$ cat src/rtl/lz77_decode_sequencer.sv
// Feeds buffered LZ77 code words to the decoder datapath and collects the decoded byte stream.
// Each word is held on the decoder inputs for one settle cycle, then for len+1 step cycles.
module lz77_decode_sequencer #(
   parameter int         FIFO_DEPTH = 4,
   parameter int         SEARCH_LEN = 9,
   parameter logic [7:0] END_CHAR   = 8'h24,
   parameter int         CNT_W      = 16
) (
   input  logic             clk,
   input  logic             reset,
   input  logic             in_valid,
   output logic             in_ready,
   input  logic [3:0]       in_pos,
   input  logic [2:0]       in_len,
   input  logic [7:0]       in_char,
   output logic [3:0]       code_pos,
   output logic [2:0]       code_len,
   output logic [7:0]       chardata,
   output logic             dec_step,
   input  logic [7:0]       dec_char,
   output logic             out_valid,
   output logic [7:0]       out_char,
   output logic [CNT_W-1:0] out_cnt,
   output logic             busy,
   output logic             done,
   output logic             err
);

   localparam int         AW       = $clog2(FIFO_DEPTH);
   localparam logic [1:0] S_IDLE   = 2'd0;
   localparam logic [1:0] S_LOAD   = 2'd1;
   localparam logic [1:0] S_EMIT   = 2'd2;
   localparam logic [1:0] S_DONE   = 2'd3;
   localparam logic [AW:0] FULL_CNT = (AW+1)'(FIFO_DEPTH);
   localparam logic [AW:0] CNT_ONE  = (AW+1)'(1);
   localparam logic [AW-1:0] PTR_ONE = AW'(1);
   localparam logic [4:0] POS_LIM  = 5'(SEARCH_LEN);

   logic [14:0]      entry_reg [FIFO_DEPTH];
   logic [AW-1:0]    wr_ptr_reg;
   logic [AW-1:0]    rd_ptr_reg;
   logic [AW:0]      count_reg;
   logic [1:0]       state_reg, state_next;
   logic [2:0]       remaining_reg, remaining_next;
   logic [3:0]       code_pos_reg;
   logic [2:0]       code_len_reg;
   logic [7:0]       chardata_reg;
   logic             end_accepted_reg;
   logic             err_reg;
   logic             ready_en_reg;
   logic             out_valid_reg;
   logic [7:0]       out_char_reg;
   logic [CNT_W-1:0] out_cnt_reg;

   logic        fifo_empty, fifo_full;
   logic        accept, pos_ok, push, pop, is_term;
   logic [14:0] head;

   assign fifo_empty = (count_reg == '0);
   assign fifo_full  = (count_reg == FULL_CNT);
   assign is_term    = (chardata_reg == END_CHAR);
   assign head       = entry_reg[rd_ptr_reg];

   // ready_en keeps in_ready low while reset is held and for the cycle it is released
   assign in_ready = ready_en_reg && !fifo_full && !end_accepted_reg && (state_reg != S_DONE);
   assign accept   = in_valid && in_ready;
   assign pos_ok   = ({1'b0, in_pos} < POS_LIM);
   assign push     = accept && pos_ok;

   always_comb begin
      state_next     = state_reg;
      remaining_next = remaining_reg;
      pop            = 1'b0;
      case (state_reg)
         S_IDLE: begin
            if (!fifo_empty) begin
               pop        = 1'b1;
               state_next = S_LOAD;
            end
         end
         S_LOAD: begin
            // a terminator contributes only its len copied chars, never the '$' itself
            if (is_term && code_len_reg == 3'd0) begin
               state_next = S_DONE;
            end else if (is_term) begin
               remaining_next = code_len_reg - 3'd1;
               state_next     = S_EMIT;
            end else begin
               state_next = S_EMIT;
            end
         end
         S_EMIT: begin
            if (remaining_reg == 3'd0) begin
               if (is_term) begin
                  state_next = S_DONE;
               end else if (!fifo_empty) begin
                  pop        = 1'b1;
                  state_next = S_LOAD;
               end else begin
                  state_next = S_IDLE;
               end
            end else begin
               remaining_next = remaining_reg - 3'd1;
            end
         end
         S_DONE:  state_next = S_DONE;
         default: state_next = S_IDLE;
      endcase
      if (pop) begin
         remaining_next = head[10:8];
      end
   end

   always_ff @(posedge clk) begin
      if (push) begin
         entry_reg[wr_ptr_reg] <= {in_pos, in_len, in_char};
      end
   end

   always_ff @(posedge clk) begin
      if (reset) begin
         wr_ptr_reg       <= '0;
         rd_ptr_reg       <= '0;
         count_reg        <= '0;
         state_reg        <= S_IDLE;
         remaining_reg    <= '0;
         code_pos_reg     <= '0;
         code_len_reg     <= '0;
         chardata_reg     <= '0;
         end_accepted_reg <= 1'b0;
         err_reg          <= 1'b0;
         ready_en_reg     <= 1'b0;
         out_valid_reg    <= 1'b0;
         out_char_reg     <= '0;
         out_cnt_reg      <= '0;
      end else begin
         ready_en_reg  <= 1'b1;
         state_reg     <= state_next;
         remaining_reg <= remaining_next;
         if (pop) begin
            {code_pos_reg, code_len_reg, chardata_reg} <= head;
            rd_ptr_reg <= rd_ptr_reg + PTR_ONE;
         end
         if (push) begin
            wr_ptr_reg <= wr_ptr_reg + PTR_ONE;
         end
         case ({push, pop})
            2'b10:   count_reg <= count_reg + CNT_ONE;
            2'b01:   count_reg <= count_reg - CNT_ONE;
            default: count_reg <= count_reg;
         endcase
         if (accept && in_char == END_CHAR) begin
            end_accepted_reg <= 1'b1;
         end
         if (accept && !pos_ok) begin
            err_reg <= 1'b1;
         end
         out_valid_reg <= dec_step;
         if (dec_step) begin
            out_char_reg <= dec_char;
            if (out_cnt_reg != '1) begin
               out_cnt_reg <= out_cnt_reg + CNT_W'(1);
            end
         end
      end
   end

   assign dec_step  = (state_reg == S_EMIT);
   assign code_pos  = code_pos_reg;
   assign code_len  = code_len_reg;
   assign chardata  = chardata_reg;
   assign out_valid = out_valid_reg;
   assign out_char  = out_char_reg;
   assign out_cnt   = out_cnt_reg;
   assign busy      = (state_reg == S_LOAD) || (state_reg == S_EMIT) || !fifo_empty;
   assign done      = (state_reg == S_DONE);
   assign err       = err_reg;

endmodule

$ cat config.mk
export PLATFORM = sky130hd
export DESIGN_NAME = lz77_decode_sequencer
export DESIGN_NICKNAME = d
export VERILOG_FILES = /design/src/rtl/lz77_decode_sequencer.sv
export SDC_FILE = /design/constraint.sdc
export NUM_CORES = 1
export LEC_CHECK = 0
export CAP_MARGIN = 5
export CORE_MARGIN = 4
export CORE_UTILIZATION = 50
export CTS_BUF_LIST = sky130_fd_sc_hd__clkbuf_2
export DETAILED_ROUTE_END_ITERATION = 6
export HOLD_SLACK_MARGIN = 0.06
export PLACE_DENSITY = 0.84
export SLEW_MARGIN = 10
export SYNTH_ARGS = -nofsm -noshare
export SYNTH_HDL_FRONTEND = slang
export SYNTH_SLANG_ARGS = --single-unit
$ cat constraint.sdc
create_clock -name clk -period 5.4 [get_ports clk]
set_clock_uncertainty 0.1 [all_clocks]
set_input_delay 1.62 -clock clk [delete_from_list [all_inputs] [get_ports clk]]
set_output_delay 1.62 -clock clk [all_outputs]
set_load 0.03 [all_outputs]
# == Word-level counts from Yosys, hierarchy flattened ==
# Memory sizes are Yosys's and may differ from the RTL's. A register that Yosys moved wholly into a read port is not among the register bits.
# Index checks and enable logic that the tools add are counted.
# classes
add_sub_neg,7
eq_ne,15
n_reduce_logical,23
mux,21
order_cmp,1
# ops
cell,count
"16-bit by 1-bit adder with 16-bit output, second input constant",1
"8-bit by 6-bit equality test with 1-bit output, second input constant",2
"16-bit != test, second input constant",1
3-bit 2-to-1 mux,4
3-bit case mux with 2 select lines,2
2-bit 2-to-1 mux,5
3-bit logical NOT,3
"3-bit != test, second input constant",3
"3-bit by 1-bit subtractor with 3-bit output, second input constant",3
1-bit logical AND,8
1-bit 2-to-1 mux,8
2-bit case mux with 4 select lines,1
"2-bit equality test, second input constant",3
"2-bit by 1-bit adder with 2-bit output, second input constant",2
"2-bit by 1-bit equality test with 1-bit output, second input constant",2
1-bit logical NOT,4
"4-bit < comparator, second input constant",1
"2-bit != test, second input constant",2
2-bit AND reduction,2
4-bit AND reduction,1
"3-bit by 1-bit adder with 3-bit output, second input constant",1
"3-bit equality test, second input constant",1
3-bit nonzero test,1
2-bit logical NOT,1
other kinds (4),5
# word_totals
out_inout_bits,45
ram_bits,60
n_memories,1
reg_bits,55
inputBits,26
# mem_list
memory,words,width,read_ports,rd_ports_with_merged_regs,wr,line_no,rtl
entry_reg,4,15,1,1,1,39,logic [14:0] entry_reg [FIFO_DEPTH];

# == Logic depth before layout (Yosys ltp) ==
# depth
depth_word,9
ltp_mapped,13
ltp_nobuf,12

# == Least setup slack after synthesis ==
# OpenSTA, ideal clock, no wires.
# synth_path
path_kind,input -> register
startpoint,input in_valid
endpoint,register count_reg[2]
path_slack_ns,1.982
stages,10
setup_ns,0.070
arrival_time_ns,3.248
cell_sequence,and4_1 nor2b_1 buf_2 inv_1 ha_1 inv_1 fa_1 xor2_1 or3_1 a21oi_1
# synth_between
elab_chain_cells,4
word_cells_on_any_way,6
cone_classes,eq/ne (2); mux (1); reduce/logical (3)
# synth_lines
item,line_no,rtl
from (decl),11,"input logic in_valid,"
1-bit logical AND (*),66,assign accept = in_valid && in_ready;
1-bit logical AND (*),68,assign push = accept && pos_ok;
2-bit by 1-bit equality test with 1-bit output or 2-bit equality test (tied branches),147,"case ({push, pop})"
3-bit case mux with 2 select lines or 2-bit nonzero test (tied branches),n/a,
to (signal assigned),148,2'b10: count_reg <= count_reg + CNT_ONE;
to (signal assigned),149,2'b01: count_reg <= count_reg - CNT_ONE;
to (signal assigned),150,default: count_reg <= count_reg;
to (decl),42,logic [AW:0] count_reg;
# Mark *: on every way between the ends. The rest lies on a longest branch, timed or not.
# A chain may end at the register's enable or synchronous reset.

# == Worst setup path in the final report ==
# layout_path
startpoint,register state_reg[0]
endpoint,output dec_step
# layout_between
elab_chain_cells,1
# layout_lines
item,line_no,rtl
from (decl),43,"logic [1:0] state_reg, state_next;"
from (signal assigned),138,state_reg <= state_next;
2-bit equality test,168,assign dec_step = (state_reg == S_EMIT);
to (decl),19,"output logic dec_step,"
# No other way between the ends.

==> run summary <==
Critical path
• delay of the slowest critical-path stage: 0.86 ns
• startpoint type of the worst setup path: flip-flop
• worst endpoint data arrival time: 2.89 ns
• series of cell instances along the critical path: inv_1 > ha_1 > clkdlybuf4s50_1
• Worst Setup Path Type: flip-flop to primary output
• slowest cell on the critical path: sky130_fd_sc_hd__ha_1
• Crit path max-delay family: buffers and inverters
• WP data required: 3.68 ns
• crit path buf inv count: 2
• critical path peak fanout: 23
• kind of end point of the critical path: primary output

STA
• Least-Margin Pin Slew: 1.05 ns
• share of the cycle needed by the critical path after routing: 85.4%
• unrepaired setup endpoints after global routing: false
• min cycle time layout: 4.61 ns
• number of pins with negative max-slew slack in the final report: 0
• Final Setup Violations: 0
• summed negative setup slack over all endpoints: 0 ns
• highest achievable clock rate: 217 MHz
• relative slew slack: 30.3%
• number of hold violations in the final report: 0

Place
• final weighted congestion of routability-driven global placement: 0.782
• number of buffers inserted by port buffering: 70
• DP HPWL: 6.68 mm

Floorplanning
• total number of placement rows: 35
• placeable core region: 9280 um^2
• height of the die: 106 um
• # IOs: 71
• die area: 11200 um^2
• chip width: 106 um
• initial core utilization: 51.5%

Outcome
• result of the run: finished clean

Finish
• area growth from synthesis to final layout: 21.6%
• total area of multi-input combinational cells: 1710 um^2
• number of fillers in the final layout: 726
• flip-flop count of the largest register after layout: 60
• total number of nets in the final design: 493
• ant diodes: 0
• layout cells sized above 1: 11.8%
• storage element area: 2940 um^2

Clocking
• number of buffers inserted by post-CTS setup repair: 0
• library cell used as clock root buffer: sky130_fd_sc_hd__clkbuf_2
• Resized Gates After CTS: 0
• number of sinks driven by the clock tree: 117
• count of hold buffers inserted by post-cts repair: 0
• register clock-pin slew on the reported worst setup and hold paths: 0.19 ns
• clock insertion delay at the later pin of the skew report: 0.66 ns
• total number of H-tree levels: 4
• TritonCTS clock tree: yes
• number of buffers between clock root and the deepest sink: 2
• number of buffers created by CTS: 17

Synthesis
• Yosys warning count: 0
• cell with the most instances after synthesis: sky130_fd_sc_hd__edfxtp_1
• Synth Area in Compound Gates: 5.42%
• synth top area cells: sky130_fd_sc_hd__edfxtp_1 (38%), sky130_fd_sc_hd__dfxtp_1 (24%), sky130_fd_sc_hd__mux4_2 (7.1%)
• distinct cell type count after synthesis: 43
• cell taking the most area after synthesis: sky130_fd_sc_hd__edfxtp_1
• number of enable-type register cells in the synthesized netlist: 60
• part of the Yosys area used for sequential elements: 61.6%
• Post-Synth Simple-Gate Area: 13.4%
• proportion of netlist area held by the largest area contributor: 37.7%
• summed instance area of the synthesized netlist: 4780 um^2
• xor/xnor share of the synthesized area: 3.12%
• ys async rst share: 0%
• Synth Flop Type: sky130_fd_sc_hd__edfxtp_1
• synthesized-area fraction occupied by adder cells: 3.56%
• Post-synth top cells: sky130_fd_sc_hd__edfxtp_1 (60), sky130_fd_sc_hd__dfxtp_1 (57), sky130_fd_sc_hd__nor2_1 (39), sky130_fd_sc_hd__nand2_1 (37), sky130_fd_sc_hd__a21oi_1 (29)
• Avg Synthesized Cell Area: 12.6 um^2
• synthesized netlist cell count: 380
• multiplexer fraction of the synthesized cell area: 10.2%
• dominant combinational cell family by area after synthesis: simple AND/OR/NAND/NOR gates
• post-synthesis sequential element count: 117
• total nets after synthesis: 419

Hold path
• Hold Path Class: flip-flop to flip-flop

Detailed routing
• iteration count of the initial detailed-routing pass: 5
• residual antenna-violating net count after detailed routing: 0
• total length of routed wires: 9.45 mm
• routed len/inst: 15.9 um
• number of vias after detailed routing: 3103
• vias per cell: 5.22
• violation count after the first detailed-routing iteration: 168
• Post-route DRC: 0

Power and ir drop
• Peak VDD IR: 0.000215 V
• LEAKAGE: 0.00190 uW
• ratio of total power to cell area: 452 nW/um^2
• Total Power Consumption: 2630 uW

GRT
• vias in the first global route: 3077
• largest net degree at the start of global routing: 55
• gr ovfl total: 0
• overall track demand over capacity in global routing: 17.7%
• wire length of the first global-routing pass: 15.3 mm
• number of antenna violations at the first check in global routing: 0

Job
• Max-cap violations: 0

[per-layer routing]
layer  GRT usage (%)  vias to the layer above  part of all wire, %
li1                -                     1530                    -
met1            22.2                     1482                   42
met2            29.1                       80                   51
met3            5.14                       11                  5.6
met4            7.03                        0                  1.2
met5               0                        -                    0
[final timing paths]
path | from | end | slack [ns] | cells past startpoint
max | state_reg[0] | dec_step | 0.79 | 3
min | code_pos[0] | code_pos[0] | 0.38 | 2
max reg2reg | state_reg[0] | count_reg[2] | 1.27 | 12
min reg2reg | code_pos[0] | code_pos[0] | 0.38 | 2
[worst min-delay path, stage by stage (launching register included)]
cell	delay [ns]
sky130_fd_sc_hd__dfxtp_1	0.34
sky130_fd_sc_hd__nand2_1	0.05
sky130_fd_sc_hd__a21oi_1	0.06
[cell usage in the layout (no fill, tap or decap), types with 3 or more instances in the layout]
| cell | synthesis | routed |
|---|---|---|
| sky130_fd_sc_hd__ha_1 | 12 | 12 |
| sky130_fd_sc_hd__nand2_1 | 37 | 37 |
| sky130_fd_sc_hd__edfxtp_1 | 60 | 60 |
| sky130_fd_sc_hd__mux4_2 | 15 | 15 |
| sky130_fd_sc_hd__mux2i_1 | 15 | 15 |
| sky130_fd_sc_hd__o21ai_0 | 7 | 7 |
| sky130_fd_sc_hd__and4_1 | 3 | 3 |
| sky130_fd_sc_hd__and2_1 | 4 | 4 |
| sky130_fd_sc_hd__nor3_1 | 12 | 12 |
| sky130_fd_sc_hd__nor4b_1 | 3 | 3 |
| sky130_fd_sc_hd__bufinv_16 | 0 | 3 |
| sky130_fd_sc_hd__nand4_1 | 7 | 7 |
| sky130_fd_sc_hd__clkinvlp_4 | 0 | 5 |
| sky130_fd_sc_hd__dfxtp_1 | 57 | 57 |
| sky130_fd_sc_hd__nor2_1 | 39 | 39 |
| sky130_fd_sc_hd__clkbuf_2 | 0 | 18 |
| sky130_fd_sc_hd__a21oi_1 | 29 | 29 |
| sky130_fd_sc_hd__xor2_1 | 3 | 3 |
| sky130_fd_sc_hd__nand3_1 | 5 | 5 |
| sky130_fd_sc_hd__inv_1 | 13 | 13 |
| sky130_fd_sc_hd__or3_1 | 4 | 4 |
| sky130_fd_sc_hd__clkdlybuf4s50_1 | 0 | 69 |
| sky130_fd_sc_hd__xnor2_1 | 14 | 14 |
[per-stage QoR]
| step | area (um^2) | utilization [%] | hold WS (ns) | worst slack [ns] | cells |
|---|---|---|---|---|---|
| finish | 5810 | 62.6 | 0.380 | 0.789 | 595 |
| global placement | 5560 | 59.9 | 0.348 | 1.34 | 564 |
| global route | 5810 | 62.6 | 0.415 | 0.594 | 595 |
| CTS | 5810 | 62.6 | 0.377 | 0.754 | 595 |
| detailed placement | 5560 | 59.9 | 0.357 | 1.20 | 564 |
| floorplan | 4780 | - | 0.337 | 1.98 | 380 |
[report_power, final]
part	switching (uW)	total, uW	internal, uW
registers	102	1140	1040
clock network	332	587	255
logic	514	896	382
[layout make-up]
type / instances / share of cell area (%)
clock inverter: 13 / 2.74
sequential: 117 / 50.7
multi-input combinational: 234 / 29.4
tap: 129 / 2.78
timing repair buffer: 70 / 12.0
clock buffer: 18 / 1.55
inverter: 14 / 0.905
[cell families after synthesis]
family | after synthesis
multiplexers | 30
buffers and inverters | 29
flip-flops | 117
AND/OR/NAND/NOR | 129
adder cells (fa/ha/maj) | 13
XOR/XNOR | 17
AO/OA/AOI/OAI | 45
Power figures use the tool's default switching activity.
